==> src/rtl/bank_group_cmd_issuer.sv <==
// rtl/bank_group_cmd_issuer.sv - DDR bank-group PRE/ACT/RD/WR issuer with tRP/tRCD/tCCD spacing.
// Define CLOSED_PAGE_EN to precharge the bank after every RD/WR; default is open-page.
module bank_group_cmd_issuer #(
  parameter int BAWIDTH   = 2,
  parameter int ADDRWIDTH = 17,
  parameter int COLWIDTH  = 10,
  parameter int TRP       = 4,
  parameter int TRCD      = 4,
  parameter int TCCD      = 4
) (
  input  logic                 clk,
  input  logic                 reset,
  input  logic                 halt,
  input  logic                 req_valid,
  output logic                 req_ready,
  input  logic                 req_we,
  input  logic [BAWIDTH-1:0]   req_ba,
  input  logic [ADDRWIDTH-1:0] req_row,
  input  logic [COLWIDTH-1:0]  req_col,
  output logic [18:0]          commands,
  output logic [BAWIDTH-1:0]   ba,
  output logic [ADDRWIDTH-1:0] row,
  output logic [COLWIDTH-1:0]  column
);

  localparam int BANKS = 2 ** BAWIDTH;
  localparam int TMAX  = (TRP > TRCD) ? TRP : TRCD;
  localparam int WW    = (TMAX > 1) ? $clog2(TMAX) : 1;
  localparam int CW    = $clog2(TCCD);

  localparam logic [WW-1:0] RP_LOAD  = (TRP > 1) ? WW'(TRP - 2) : '0;
  localparam logic [WW-1:0] RCD_LOAD = (TRCD > 1) ? WW'(TRCD - 2) : '0;
  localparam logic [CW-1:0] CCD_LOAD = CW'(TCCD - 1);

  localparam logic [18:0] CMD_ACT = 19'd1;
  localparam logic [18:0] CMD_PRE = 19'd2;
  localparam logic [18:0] CMD_RD  = 19'd4;
  localparam logic [18:0] CMD_WR  = 19'd8;

  typedef enum logic [2:0] {
    IDLE, PRE, WAIT_RP, ACT, WAIT_RCD, RDWR
  } state_t;

`ifdef CLOSED_PAGE_EN
  localparam state_t AFTER_RP   = IDLE;
  localparam state_t AFTER_RDWR = PRE;
`else
  localparam state_t AFTER_RP   = ACT;
  localparam state_t AFTER_RDWR = IDLE;
`endif

  state_t                 state, state_d;
  logic [WW-1:0]          wait_cnt, wait_d;
  logic [CW-1:0]          ccd_cnt, ccd_d;
  logic [18:0]            cmd_d;
  logic                   accept;
  logic                   issue_act, issue_pre, issue_rw;

  logic                   lat_we;
  logic [BAWIDTH-1:0]     lat_ba;
  logic [ADDRWIDTH-1:0]   lat_row;
  logic [COLWIDTH-1:0]    lat_col;

  logic [BANKS-1:0]       bank_open;
  logic [ADDRWIDTH-1:0]   bank_row [BANKS];

  assign req_ready = (state == IDLE) && !halt && !reset;

  always_comb begin
    state_d   = state;
    wait_d    = wait_cnt;
    ccd_d     = ccd_cnt;
    cmd_d     = '0;
    accept    = 1'b0;
    issue_act = 1'b0;
    issue_pre = 1'b0;
    issue_rw  = 1'b0;
    // halt freezes every counter and the state; commands stay NOP
    if (!halt) begin
      if (ccd_cnt != '0) ccd_d = ccd_cnt - CW'(1);
      case (state)
        IDLE: begin
          if (req_valid && req_ready) begin
            accept = 1'b1;
            if (!bank_open[req_ba])                 state_d = ACT;
            else if (bank_row[req_ba] == req_row)   state_d = RDWR;
            else                                    state_d = PRE;
          end
        end
        PRE: begin
          cmd_d     = CMD_PRE;
          issue_pre = 1'b1;
          if (TRP > 1) begin
            state_d = WAIT_RP;
            wait_d  = RP_LOAD;
          end else begin
            state_d = AFTER_RP;
          end
        end
        WAIT_RP: begin
          if (wait_cnt == '0) state_d = AFTER_RP;
          else                wait_d  = wait_cnt - WW'(1);
        end
        ACT: begin
          cmd_d     = CMD_ACT;
          issue_act = 1'b1;
          if (TRCD > 1) begin
            state_d = WAIT_RCD;
            wait_d  = RCD_LOAD;
          end else begin
            state_d = RDWR;
          end
        end
        WAIT_RCD: begin
          if (wait_cnt == '0) state_d = RDWR;
          else                wait_d  = wait_cnt - WW'(1);
        end
        RDWR: begin
          if (ccd_cnt == '0) begin
            cmd_d    = lat_we ? CMD_WR : CMD_RD;
            issue_rw = 1'b1;
            ccd_d    = CCD_LOAD;
            state_d  = AFTER_RDWR;
          end
        end
        default: state_d = IDLE;
      endcase
    end
  end

  always_ff @(posedge clk) begin
    if (reset) begin
      state     <= IDLE;
      wait_cnt  <= '0;
      ccd_cnt   <= '0;
      bank_open <= '0;
      commands  <= '0;
      ba        <= '0;
      row       <= '0;
      column    <= '0;
    end else begin
      state    <= state_d;
      wait_cnt <= wait_d;
      ccd_cnt  <= ccd_d;
      commands <= cmd_d;
      if (issue_act || issue_pre || issue_rw) ba <= lat_ba;
      if (issue_act) begin
        row               <= lat_row;
        bank_open[lat_ba] <= 1'b1;
      end
      if (issue_pre) bank_open[lat_ba] <= 1'b0;
      if (issue_rw)  column <= lat_col;
    end
  end

  // Request fields and stored rows need no reset; bank_open qualifies the rows.
  always_ff @(posedge clk) begin
    if (accept) begin
      lat_we  <= req_we;
      lat_ba  <= req_ba;
      lat_row <= req_row;
      lat_col <= req_col;
    end
    if (!reset && issue_act) bank_row[lat_ba] <= lat_row;
  end

endmodule

==> config.mk <==
export PLATFORM = sky130hd
export DESIGN_NAME = bank_group_cmd_issuer
export DESIGN_NICKNAME = d
export VERILOG_FILES = /design/src/rtl/bank_group_cmd_issuer.sv
export SDC_FILE = /design/constraint.sdc
export NUM_CORES = 1
export LEC_CHECK = 0
export BUFFER_PORTS_ARGS = -buffer_cell sky130_fd_sc_hd__buf_2
export CORE_UTILIZATION = 45
export DETAILED_ROUTE_END_ITERATION = 6
export GPL_TIMING_DRIVEN = 0
export PLACE_DENSITY = 0.65
export SLEW_MARGIN = 20
export SYNTH_ARGS = -nofsm -noshare
export SYNTH_HDL_FRONTEND = slang
export SYNTH_SLANG_ARGS = --single-unit
==> constraint.sdc <==
create_clock -name clk -period 3.75 [get_ports clk]
set_input_delay 0.5625 -clock clk [delete_from_list [all_inputs] [get_ports clk]]
set_output_delay 0.5625 -clock clk [all_outputs]
set_load 0.005 [all_outputs]
Word level (Yosys, flattened, before mapping)
Memories as Yosys holds them, arrays and structs flattened.
Cells that the tools add are included.
Word-level totals
  flip-flop bits (word level): 89
  memory bits (writable): 68
  input bits: 34
  output and inout port bits: 49
  word-level logic and storage cells: 86
  memories kept: 1
Operators by class
  $add $sub $neg: 2
  order comparisons: 3
  eq/ne operators: 11
  mux-type cells: 34
  bitwise operators: 4
  reductions and logical operators: 19
Memories
  bank_row: depth 4, width 17, read ports 1, clocked after Yosys merged registers in 0, write ports 1, line 65  | logic [ADDRWIDTH-1:0] bank_row [BANKS];
Operators with widths (number)
  2-to-1 mux 4 bit: 5
  2-to-1 mux 3 bit: 6
  case mux 3 bit (6 select lines): 1
  == test 17 bit: 1
  2-to-1 mux 1 bit: 14
  case mux 4 bit (3 select lines): 1
  2-to-1 mux 2 bit: 4
  inequality test 2 bit (second input constant): 4
  == test 3 x 2 -> 1 bit (second input constant): 2
  == test 3 bit (second input constant): 2
  < comparator 2 x 3 -> 1 bit (second input constant): 2
  OR reduction 2 bit: 3
  logical AND 1 bit: 5
  AND reduction 5 bit: 1
  AND 4 bit: 1
  zero test 2 bit: 2
  inverter 4 bit: 1
  OR 4 bit: 1
  case mux 2 bit (2 select lines): 1
  nonzero test 2 bit: 2
  subtractor 2 x 1 -> 2 bit (second input constant): 2
  == test 3 x 1 -> 1 bit (second input constant): 1
  zero test 3 bit: 1
  AND reduction 3 bit: 1
  other kinds (7): 9

Logic depth before layout (Yosys ltp)
Gate-level depths: netlist (run 1).
  depth in word-level cells: 9
  gate-level depth with buffers: 7

Worst setup path after synthesis (run 1)
OpenSTA, ideal clock, no wires.
  path kind: input-to-reg
  start point: input port halt
  end point: memory bank_row[1][0], enable pin
  arrival: 3400 ps
  data required time: 3309 ps
  slack: -91 ps
  cell stages on the path: 5
  buffers on the path: 2
  cells stage by stage: clkbuf_1 -> nor3_1 -> nand2_1 -> buf_2 -> nor4b_1
On the way
  cells in the longest elaborated chain, start to end: 4
RTL lines
  start, declared: line 13  | input logic halt,
  2-to-1 mux 1 bit: line 79  | if (!halt) begin
  logical AND 1 bit: line 164  | if (!reset && issue_act) bank_row[lat_ba] <= lat_row;
  2-to-1 mux 1 bit: line 164
  2-to-1 mux 1 bit (implied by the code): line 164
  end, declared: line 65
No other way between the ends.

Worst setup path after layout (run 1)
  start point: register state[0]
  end point: memory bank_row[2][1], enable pin
On the way
  cells in the longest elaborated chain, start to end: 6
RTL lines
  start, declared: line 52  | state_t state, state_d;
  start signal, assigned: line 142  | state <= state_d;
  == test 3 x 2 -> 1 bit: line 81  | case (state)
  2-to-1 mux 1 bit: line 81
  2-to-1 mux 1 bit: line 79
  logical AND 1 bit: line 164
  2-to-1 mux 1 bit: line 164
  2-to-1 mux 1 bit (implied by the code): line 164
No other way between the ends.

==> results of run 1 <==
-- layout make-up --
type | instances | area [um2] | share of cell area
Inverter | 6 | 22.5 | 0.00333
Clock buffer | 20 | 479 | 0.0708
Multi-Input combinational cell | 220 | 1550 | 0.229
Tap cell | 147 | 184 | 0.0272
Timing Repair Buffer | 78 | 415 | 0.0614
Buffer | 36 | 209 | 0.0309
Sequential cell | 142 | 3820 | 0.565
Clock inverter | 12 | 85.1 | 0.0126
-- critical path, delay by kind of cell (launching register included) --
family	cells	cell delay [ns]
buffers and inverters	5	1.08
flip-flops	1	0.30
AND/OR/NAND/NOR	3	1.46
-- registers in the layout (all words and copies together), names as in the netlist --
register   count
column        10
lat_col       10
wait_cnt       2
lat_we         1
lat_row       17
ba             2
row           17
ccd_cnt        2
state          3
commands       4
bank_open      4
lat_ba         2
bank_row      68
-- cells in the final DEF (no fill, tap or decap), types with 2 or more instances in the layout --
cell type and n:
inv_1 5, nand2_1 61, mux4_1 3, clkbuf_16 19
mux2i_1 15, clkinv_4 2, nand3b_1 4, nor4_2 2
a211oi_1 2, nor2_1 13, nand4_1 2, nor3_1 7
buf_2 78, mux4_2 11, ha_1 4, clkinv_2 3
buf_4 20, conb_1 15, clkbuf_1 14, xnor2_1 15
clkinvlp_4 5, nand3_1 3, dfxtp_1 44, edfxtp_1 98
xor2_1 7, and3_1 5, nor4b_2 2, a21oi_1 34
-- path summary, 6_finish.rpt --
path	start	endpoint	slack, ns	cells past startpoint
min reg2reg	lat_we	commands[2]	0.45	1
min	req_col[8]	lat_col[8]	0.33	1
max	state[0]	bank_row[2][1]	0.63	8
max reg2reg	state[0]	bank_row[2][1]	0.63	8
-- power by group --
group / switching (mW) / internal (mW)
clock: 0.645 / 0.925
sequential: 0.0140 / 1.69
combinational: 0.106 / 0.0814
total: 0.765 / 2.70
-- stage by stage --
step                       util  std cells  cell area (um2)
after floorplan               -        404             5580
after global placement    0.508        618             6100
after detailed placement  0.516        629             6200
after CTS                 0.563        661             6770
after global routing      0.563        661             6770
final                     0.563        661             6770
-- per-layer routing --
layer | GRT usage | share of wire | vias to the layer above
met5 | 0 | 0 | -
met4 | 0.0579 | 0.0047 | 0
met3 | 0.0493 | 0.059 | 6
met2 | 0.325 | 0.51 | 101
met1 | 0.249 | 0.43 | 1692
li1 | - | - | 1608
-- cells by family (layout without fill, tap and decap cells) --
| kind of cell | Yosys count | count (layout) | synth area share |
|---|---|---|---|
| adder cells (fa/ha/maj) | 4 | 4 | 0.00905 |
| AND/OR/NAND/NOR | 106 | 106 | 0.0889 |
| AO/OA/AOI/OAI | 44 | 44 | 0.0471 |
| buffers and inverters | 42 | 152 | 0.0419 |
| flip-flops | 142 | 142 | 0.691 |
| other | 1 | 15 | 0.000678 |
| multiplexers | 29 | 29 | 0.0862 |
| XOR/XNOR | 22 | 22 | 0.0348 |
==> reports/summary.txt, run 1 <==
CP Launch Type -> register
FFs w/ async S/R, synth -> 0
leakage -> 2.54 nW
clk buf depth -> 2
RSZ-0062 raised after global routing -> no
status -> completed
drt first pass iters -> 5
min Tclk post-route -> 3.12 ns
Iter 0 DRT Violations -> 197
dpl ws -> 0.295 ns
Post-CTS Setup Inserts -> 0
Slowest Stage Delay on Critical Path -> 0.66 ns
CP Class -> reg -> reg
standard-cell rows -> 40
Clock Latency Late Sink -> 0.41 ns
dominant cells by area after synthesis -> edfxtp_1, dfxtp_1, mux4_2
root buf cell -> clkbuf_16
setup TNS -> 0 ns
Ant. Diodes -> 0
dominant cell by count in the synthesized netlist -> edfxtp_1
most used cell, CP -> buf_2
Clock Pin Slew Worst Setup and Hold Paths -> 0.06 ns
CP Max Fanout -> 10
top_reg_cell synth -> edfxtp_1
largest net degree at the start of global routing -> 24
Seq/Total Area, Yosys -> 0.691
most frequent cells after synthesis -> edfxtp_1, nand2_1, dfxtp_1, a21oi_1, buf_4
Setup Skew -> 0.00789 ns
IO buf count -> 67
fin. max-slew vios -> 0
ANT nets after route -> 0
post-DP HPWL -> 8060 um
total track usage -> 0.193
initial core utilization -> 0.460
synthesis-to-finish area growth -> 22.4%
Fmax -> 0.321 GHz
via count -> 3407
CTS resizes -> 0
vias in the first global route -> 3367
Total Routed Length -> 11700 um
vias per cell -> 5.15
PnR worst setup slack -> 0.633 ns
CTS tree -> built
Core Footprint -> 12000 um2
CTS H-tree lvls -> 4
peak supply drop -> 0.000381 V
TritonCTS Sinks -> 142
Slew HR -> 0.276
DIE AREA -> 12700 um2
Num CTS Buffers -> 17
Filler Cell Count -> 1004
total global routing overflow -> 0
crit end category -> register
Post-Syn Area -> 5530 um2
share of layout cells above drive strength 1 -> 0.296
CP Cell Sequence -> buf_2 -> inv_2 -> nor3_1 -> nand2_1 -> buf_2 -> nor4b_2 -> buf_2 -> buf_2
WL/cell -> 17.7 um
area leader, netlist -> edfxtp_1
DRC violations left -> 0
IO Pins -> 83
synth unique cells -> 42
Final Hold Fails -> 0
Die Width -> 113 um
Synth top area share -> 0.532
layout net count -> 539
WP data arrival -> 3.23 ns
Avg Cell Area, Syn -> 14.2 um2
worst hold path class -> in -> reg
critical path required time -> 3.86 ns
synth warn -> 0
Slowest cell on crit path -> nor4b_2
worst-margin pin slew -> 1.09 ns
part of the cycle the worst path needs -> 0.831
Seq cells post-synth -> 142
Die H -> 113 um
Routability Congestion -> 0.784
hold buffer count at cts -> 0
Post-synth EDFFs -> 98
max cap viols -> 0
first-pass GRT wire length -> 17900 um
Cells after Synth -> 390
pwr dens -> 512 nW/um2
Final setup viols -> 0
Power Total -> 3.46 mW
antenna violations before repair -> 0
final hold slack -> 0.329 ns
Note: power is estimated with default switching activity, not from simulation.
==> run 2, diff against run 1 <==
PLACE_DENSITY = 0.62   (was 0.65)
clock period = 2.9 ns   (was 3.75 ns; I/O delays follow)
==> reports/summary.txt, run 2 (same netlist as run 1, synthesis figures left out) <==
status -> completed (unchanged)
IO Pins -> 83 (unchanged)
first-pass GRT wire length -> 18400 um (was 17900 um)
part of the cycle the worst path needs -> 0.925 (was 0.831)
Crit path max-delay family -> simple AND/OR/NAND/NOR gates (unchanged)
root buf cell -> clkbuf_16 (unchanged)
via count -> 3418 (was 3407)
CP Cell Sequence -> buf_2 -> inv_2 -> nor3_2 -> nand2_1 -> buf_2 -> nor4b_2 -> buf_2 (was buf_2 -> inv_2 -> nor3_1 -> nand2_1 -> buf_2 -> nor4b_2 -> buf_2 -> buf_2)
DR WL met2 -> 5560 um (was 5950 um)
IO buf count -> 67 (unchanged)
Slowest cell on crit path -> nor4b_2 (unchanged)
Final Hold Fails -> 0 (unchanged)
Num CTS Buffers -> 17 (unchanged)
most used cell, CP -> buf_2 (unchanged)
Multi-input gate area -> 1570 um2 (was 1550 um2)
layout net count -> 537 (was 539)
worst-margin pin slew -> 0.965 ns (was 1.09 ns)
Clock Pin Slew Worst Setup and Hold Paths -> 0.06 ns (about the same)
initial core utilization -> 0.460 (unchanged)
Final setup viols -> 0 (unchanged)
met1 wire length -> 5470 um (was 5020 um)
Non-Filler Instances -> 659 (was 661)
TritonCTS Sinks -> 142 (unchanged)
leakage -> 2.59 nW (was 2.54 nW)
WL/cell -> 17.8 um (was 17.7 um)
hold buffer count at cts -> 0 (unchanged)
flip-flop count of the largest register after layout -> 68 (unchanged)
synthesis-to-finish area growth -> 24.8% (was 22.4%)
Slew HR -> 0.356 (was 0.276)
crit end category -> register (unchanged)
post-DP HPWL -> 7950 um (was 8060 um)
Die H -> 113 um (unchanged)
largest register by flop count -> bank_row (unchanged)
fin. max-slew vios -> 0 (unchanged)
Slowest Stage Delay on Critical Path -> 0.63 ns (was 0.66 ns)
Core Footprint -> 12000 um2 (unchanged)
standard-cell rows -> 40 (unchanged)
antenna violations before repair -> 0 (unchanged)
vias per cell -> 5.19 (was 5.15)
min Tclk post-route -> 2.68 ns (was 3.12 ns)
peak supply drop -> 0.000448 V (was 0.000381 V)
CP Launch Type -> register (unchanged)
most common cell after layout, fill and taps aside -> edfxtp_1 (unchanged)
WP data arrival -> 2.79 ns (was 3.23 ns)
largest net degree at the start of global routing -> 18 (was 24)
CP Class -> reg -> reg (unchanged)
worst hold path class -> in -> reg (unchanged)
CTS H-tree lvls -> 4 (unchanged)
ANT nets after route -> 0 (unchanged)
Post-CTS Setup Inserts -> 0 (unchanged)
Placed Instances -> 627 (was 629)
critical path required time -> 3.01 ns (was 3.86 ns)
biggest registers after layout -> bank_row x68, lat_row x17, row x17 (unchanged)
most frequent cells in the layout -> edfxtp_1, buf_2, nand2_1 (unchanged)
drt first pass iters -> 4 (was 5)
dpl ws -> -0.289 ns (was 0.295 ns)
uppermost layer routed -> met4 (unchanged)
total track usage -> 0.202 (was 0.193)
Die Width -> 113 um (unchanged)
DRC violations left -> 0 (unchanged)
worst path bufs/invs -> 4 (was 5)
CTS tree -> built (unchanged)
Ant. Diodes -> 0 (unchanged)
clk buf depth -> 2 (unchanged)
Setup Skew -> 0.0122 ns (was 0.00789 ns)
total global routing overflow -> 0 (unchanged)
max cap viols -> 0 (unchanged)
FF/Latch Area -> 3820 um2 (unchanged)
Routability Congestion -> 0.857 (was 0.784)
vias in the first global route -> 3362 (was 3367)
pwr dens -> 711 nW/um2 (was 512 nW/um2)
routed length on met3 -> 501 um (was 690 um)
PnR worst setup slack -> 0.217 ns (was 0.633 ns)
Fmax -> 0.373 GHz (was 0.321 GHz)
share of layout cells above drive strength 1 -> 0.293 (was 0.296)
Iter 0 DRT Violations -> 283 (was 197)
Clock Latency Late Sink -> 0.42 ns (was 0.41 ns)
Filler Cell Count -> 975 (was 1004)
DIE AREA -> 12700 um2 (unchanged)
CP Max Fanout -> 10 (unchanged)
Total Routed Length -> 11700 um (about the same)
-- run 2: through the flow --
step | hold WS, ns | cell area [um2] | power [mW] | TNS, ns | util
final | 0.185 | 6900 | 4.90 | 0 | 0.574
after global routing | 0.175 | 6900 | 5.04 | -0.000213 | 0.574
after CTS | 0.169 | 6890 | 4.93 | 0 | 0.574
after detailed placement | 0.425 | 6220 | 2.49 | -10.28 | 0.518
after global placement | 0.418 | 6110 | 2.48 | -125.49 | 0.509
after floorplan | 0.411 | 5590 | 2.40 | -27.67 | -
-- run 2: timing repair --
item / 4_1_cts / 5_1_grt
endpoints found under the setup margin: 16 / 5
gates resized for setup: 1 / 1
gates cloned: 0 / 0
-- run 2: cell type report --
| class | count | share of cell area |
|---|---|---|
| repair buffers | 76 | 0.0613 |
| flip-flops and latches | 142 | 0.554 |
| well taps | 147 | 0.0267 |
| plain buffers | 36 | 0.0303 |
| clock buffers | 17 | 0.0617 |
| inverters | 6 | 0.00326 |
| multi-input cells | 220 | 0.228 |
| clock inverters | 15 | 0.0350 |
-- run 2: worst paths after layout --
check | cells past startpoint | end | startpoint | slack (ns)
setup / recovery | 7 | bank_row[2][4] | state[0] | 0.22
hold reg to reg | 1 | commands[2] | lat_we | 0.43
hold / removal | 1 | lat_col[3] | req_col[3] | 0.19
setup reg to reg | 7 | bank_row[2][4] | state[0] | 0.22
-- run 2: power by group --
group | leakage, nW | internal [mW] | switching, mW
clock | 0.315 | 1.61 | 0.842
sequential | 1.24 | 2.19 | 0.0187
combinational | 1.04 | 0.107 | 0.137
total | 2.59 | 3.91 | 0.998
-- run 2: routing by layer --
layer / up-vias / GRT usage
met2: 85 / 0.318
met5: - / 0
met1: 1707 / 0.270
li1: 1608 / -
met3: 18 / 0.0503
met4: 0 / 0.0816
==> run 3, diff against run 2 <==
CELL_PAD_IN_SITES_DETAIL_PLACEMENT = 0   (was default)
CELL_PAD_IN_SITES_GLOBAL_PLACEMENT = 1   (was default)
CORE_UTILIZATION = 46   (was 45)
MAX_ROUTING_LAYER = met4   (was default)
PLACE_DENSITY = 0.75   (was 0.62)
==> reports/summary.txt, run 3 (same netlist as run 1, synthesis figures left out) <==
first-pass GRT wire length -> 18100 um (was 18400 um)
clk buf depth -> 2 (unchanged)
most common cell after layout, fill and taps aside -> edfxtp_1 (unchanged)
largest net degree at the start of global routing -> 20 (was 18)
status -> complete, but fails checks (was completed)
total global routing overflow -> 0 (unchanged)
share of layout cells above drive strength 1 -> 0.292 (was 0.293)
Die Width -> 112 um (was 113 um)
hold buffer count at cts -> 0 (unchanged)
DIE AREA -> 12500 um2 (was 12700 um2)
peak supply drop -> 0.000574 V (was 0.000448 V)
drt first pass iters -> 6 (was 4)
Total Routed Length -> 11800 um (was 11700 um)
largest register by flop count -> bank_row (unchanged)
crit end category -> register (unchanged)
Iter 0 DRT Violations -> 155 (was 283)
CTS H-tree lvls -> 4 (unchanged)
Setup Skew -> 0.00602 ns (was 0.0122 ns)
WL/cell -> 17.9 um (was 17.8 um)
flip-flop count of the largest register after layout -> 68 (unchanged)
Final Hold Fails -> 0 (unchanged)
vias in the first global route -> 3371 (was 3362)
min Tclk post-route -> 2.71 ns (was 2.68 ns)
Die H -> 112 um (was 113 um)
setup TNS -> 0 ns (unchanged)
standard-cell rows -> 39 (was 40)
IO Pins -> 83 (unchanged)
Ant. Diodes -> 0 (unchanged)
FF-to-FF End -> bank_row[2][13] (was bank_row[2][4])
initial core utilization -> 0.478 (was 0.460)
biggest registers after layout -> bank_row x68, lat_row x17, row x17 (unchanged)
leakage -> 2.57 nW (was 2.59 nW)
Final setup viols -> 0 (unchanged)
synthesis-to-finish area growth -> 23.3% (was 24.8%)
most frequent cells in the layout -> edfxtp_1, buf_2, nand2_1 (unchanged)
root buf cell -> clkbuf_16 (unchanged)
Clock Latency Late Sink -> 0.41 ns (was 0.42 ns)
post-DP HPWL -> 7940 um (was 7950 um)
ANT nets after route -> 0 (unchanged)
layout net count -> 538 (was 537)
IO buf count -> 67 (unchanged)
DRC violations left -> 5 (was 0)
Fmax -> 0.369 GHz (was 0.373 GHz)
total track usage -> 0.209 (was 0.202)
Num CTS Buffers -> 17 (unchanged)
Power Total -> 4.63 mW (was 4.90 mW)
critical path required time -> 3.01 ns (about the same)
RSZ-0062 raised after global routing -> yes
worst-margin pin slew -> 0.967 ns (was 0.965 ns)
CP Class -> reg -> reg (unchanged)
worst reg2reg startpoint -> state[0] (unchanged)
Routability Congestion -> 0.755 (was 0.857)
Slew HR -> 0.356 (about the same)
Core Footprint -> 11600 um2 (was 12000 um2)
max cap viols -> 0 (unchanged)
worst hold path class -> in -> reg (unchanged)
vias per cell -> 5.20 (was 5.19)
part of the cycle the worst path needs -> 0.934 (was 0.925)
FF-to-FF path depth -> 8 (was 7)
failing checks -> DRC
CP Capture Point -> bank_row[2][13] (was bank_row[2][4])
TritonCTS Sinks -> 142 (unchanged)
r2r setup slk -> 0.19 ns (was 0.22 ns)
CP Launch Point -> state[0] (unchanged)
antenna violations before repair -> 0 (unchanged)
CP Launch Type -> register (unchanged)
WP data arrival -> 2.82 ns (was 2.79 ns)
fin. max-slew vios -> 0 (unchanged)
worst hold path startpoint -> req_col[0] (was req_col[3])
via count -> 3410 (was 3418)
CTS tree -> built (unchanged)
pwr dens -> 679 nW/um2 (was 711 nW/um2)
CP Max Fanout -> 10 (unchanged)
Clock Pin Slew Worst Setup and Hold Paths -> 0.06 ns (about the same)
run 3: cell types whose count changed in the layout (fill, tap and decap cells not counted), sizes merged:
cell and delta:
buf +1, bufinv -3, inv +3, clkinvlp -1, clkbuf +1
run 3: worst max-delay path, stage by stage (launching register included):
cell,delay [ns]
dfxtp_1,0.30
buf_2,0.19
inv_2,0.09
nor3_2,0.38
nand2_1,0.19
buf_2,0.25
nor4b_2,0.51
buf_2,0.27
buf_2,0.22
run 3: area by class of cell:
cell class              count  area (um2)
repair buffers             77         428
well taps                 143         179
multi-input cells         220        1560
clock inverters            14         165
plain buffers              36         209
fillers                   956        4750
flip-flops and latches    142        3820
clock buffers              18         429
inverters                   6        22.5
run 3: per-stage QoR:
| stage | util | cells | setup WS (ns) | instance area (um2) | hold WS (ns) |
|---|---|---|---|---|---|
| floorplan | - | 404 | -0.814 | 5590 | 0.411 |
| CTS | 0.590 | 656 | 0.178 | 6820 | 0.174 |
| finish | 0.590 | 656 | 0.190 | 6820 | 0.195 |
| global route | 0.590 | 656 | -0.00897 | 6820 | 0.174 |
| global placement | 0.528 | 614 | -2.84 | 6100 | 0.423 |
| detailed placement | 0.536 | 622 | -0.394 | 6200 | 0.431 |
run 3: what timing repair did:
action / CTS / global route
buffers inserted: 2 / 0
endpoints found under the setup margin: 29 / 12
gates resized for setup: 1 / 0
pin swaps: 1 / 0
cloned: 0 / 0
run 3: report_power, final:
part	switching (mW)	leakage, nW	total [mW]	internal [mW]
Combinational	0.136	1.04	0.243	0.107
Sequential	0.0183	1.24	2.21	2.19
Clock	0.827	0.288	2.18	1.35
Total	0.981	2.57	4.63	3.65
run 3: worst min path at each step:
stage / endpoint / slack (ns) / depth (start not counted)
floorplan: commands[2] / 0.41 / 1
finish: lat_col[0] / 0.19 / 1
global route: lat_col[2] / 0.17 / 1
CTS: lat_col[2] / 0.17 / 1
global placement: commands[2] / 0.42 / 1
detailed placement: commands[2] / 0.43 / 1
run 3: routing by layer:
metal  GRT usage  vias up  part of all wire
met4      0.0739        0             0.012
met1       0.255     1695              0.41
met3      0.0582        9             0.060
met2       0.333       96              0.51
li1            -     1610                 -
met5           -        -                 0
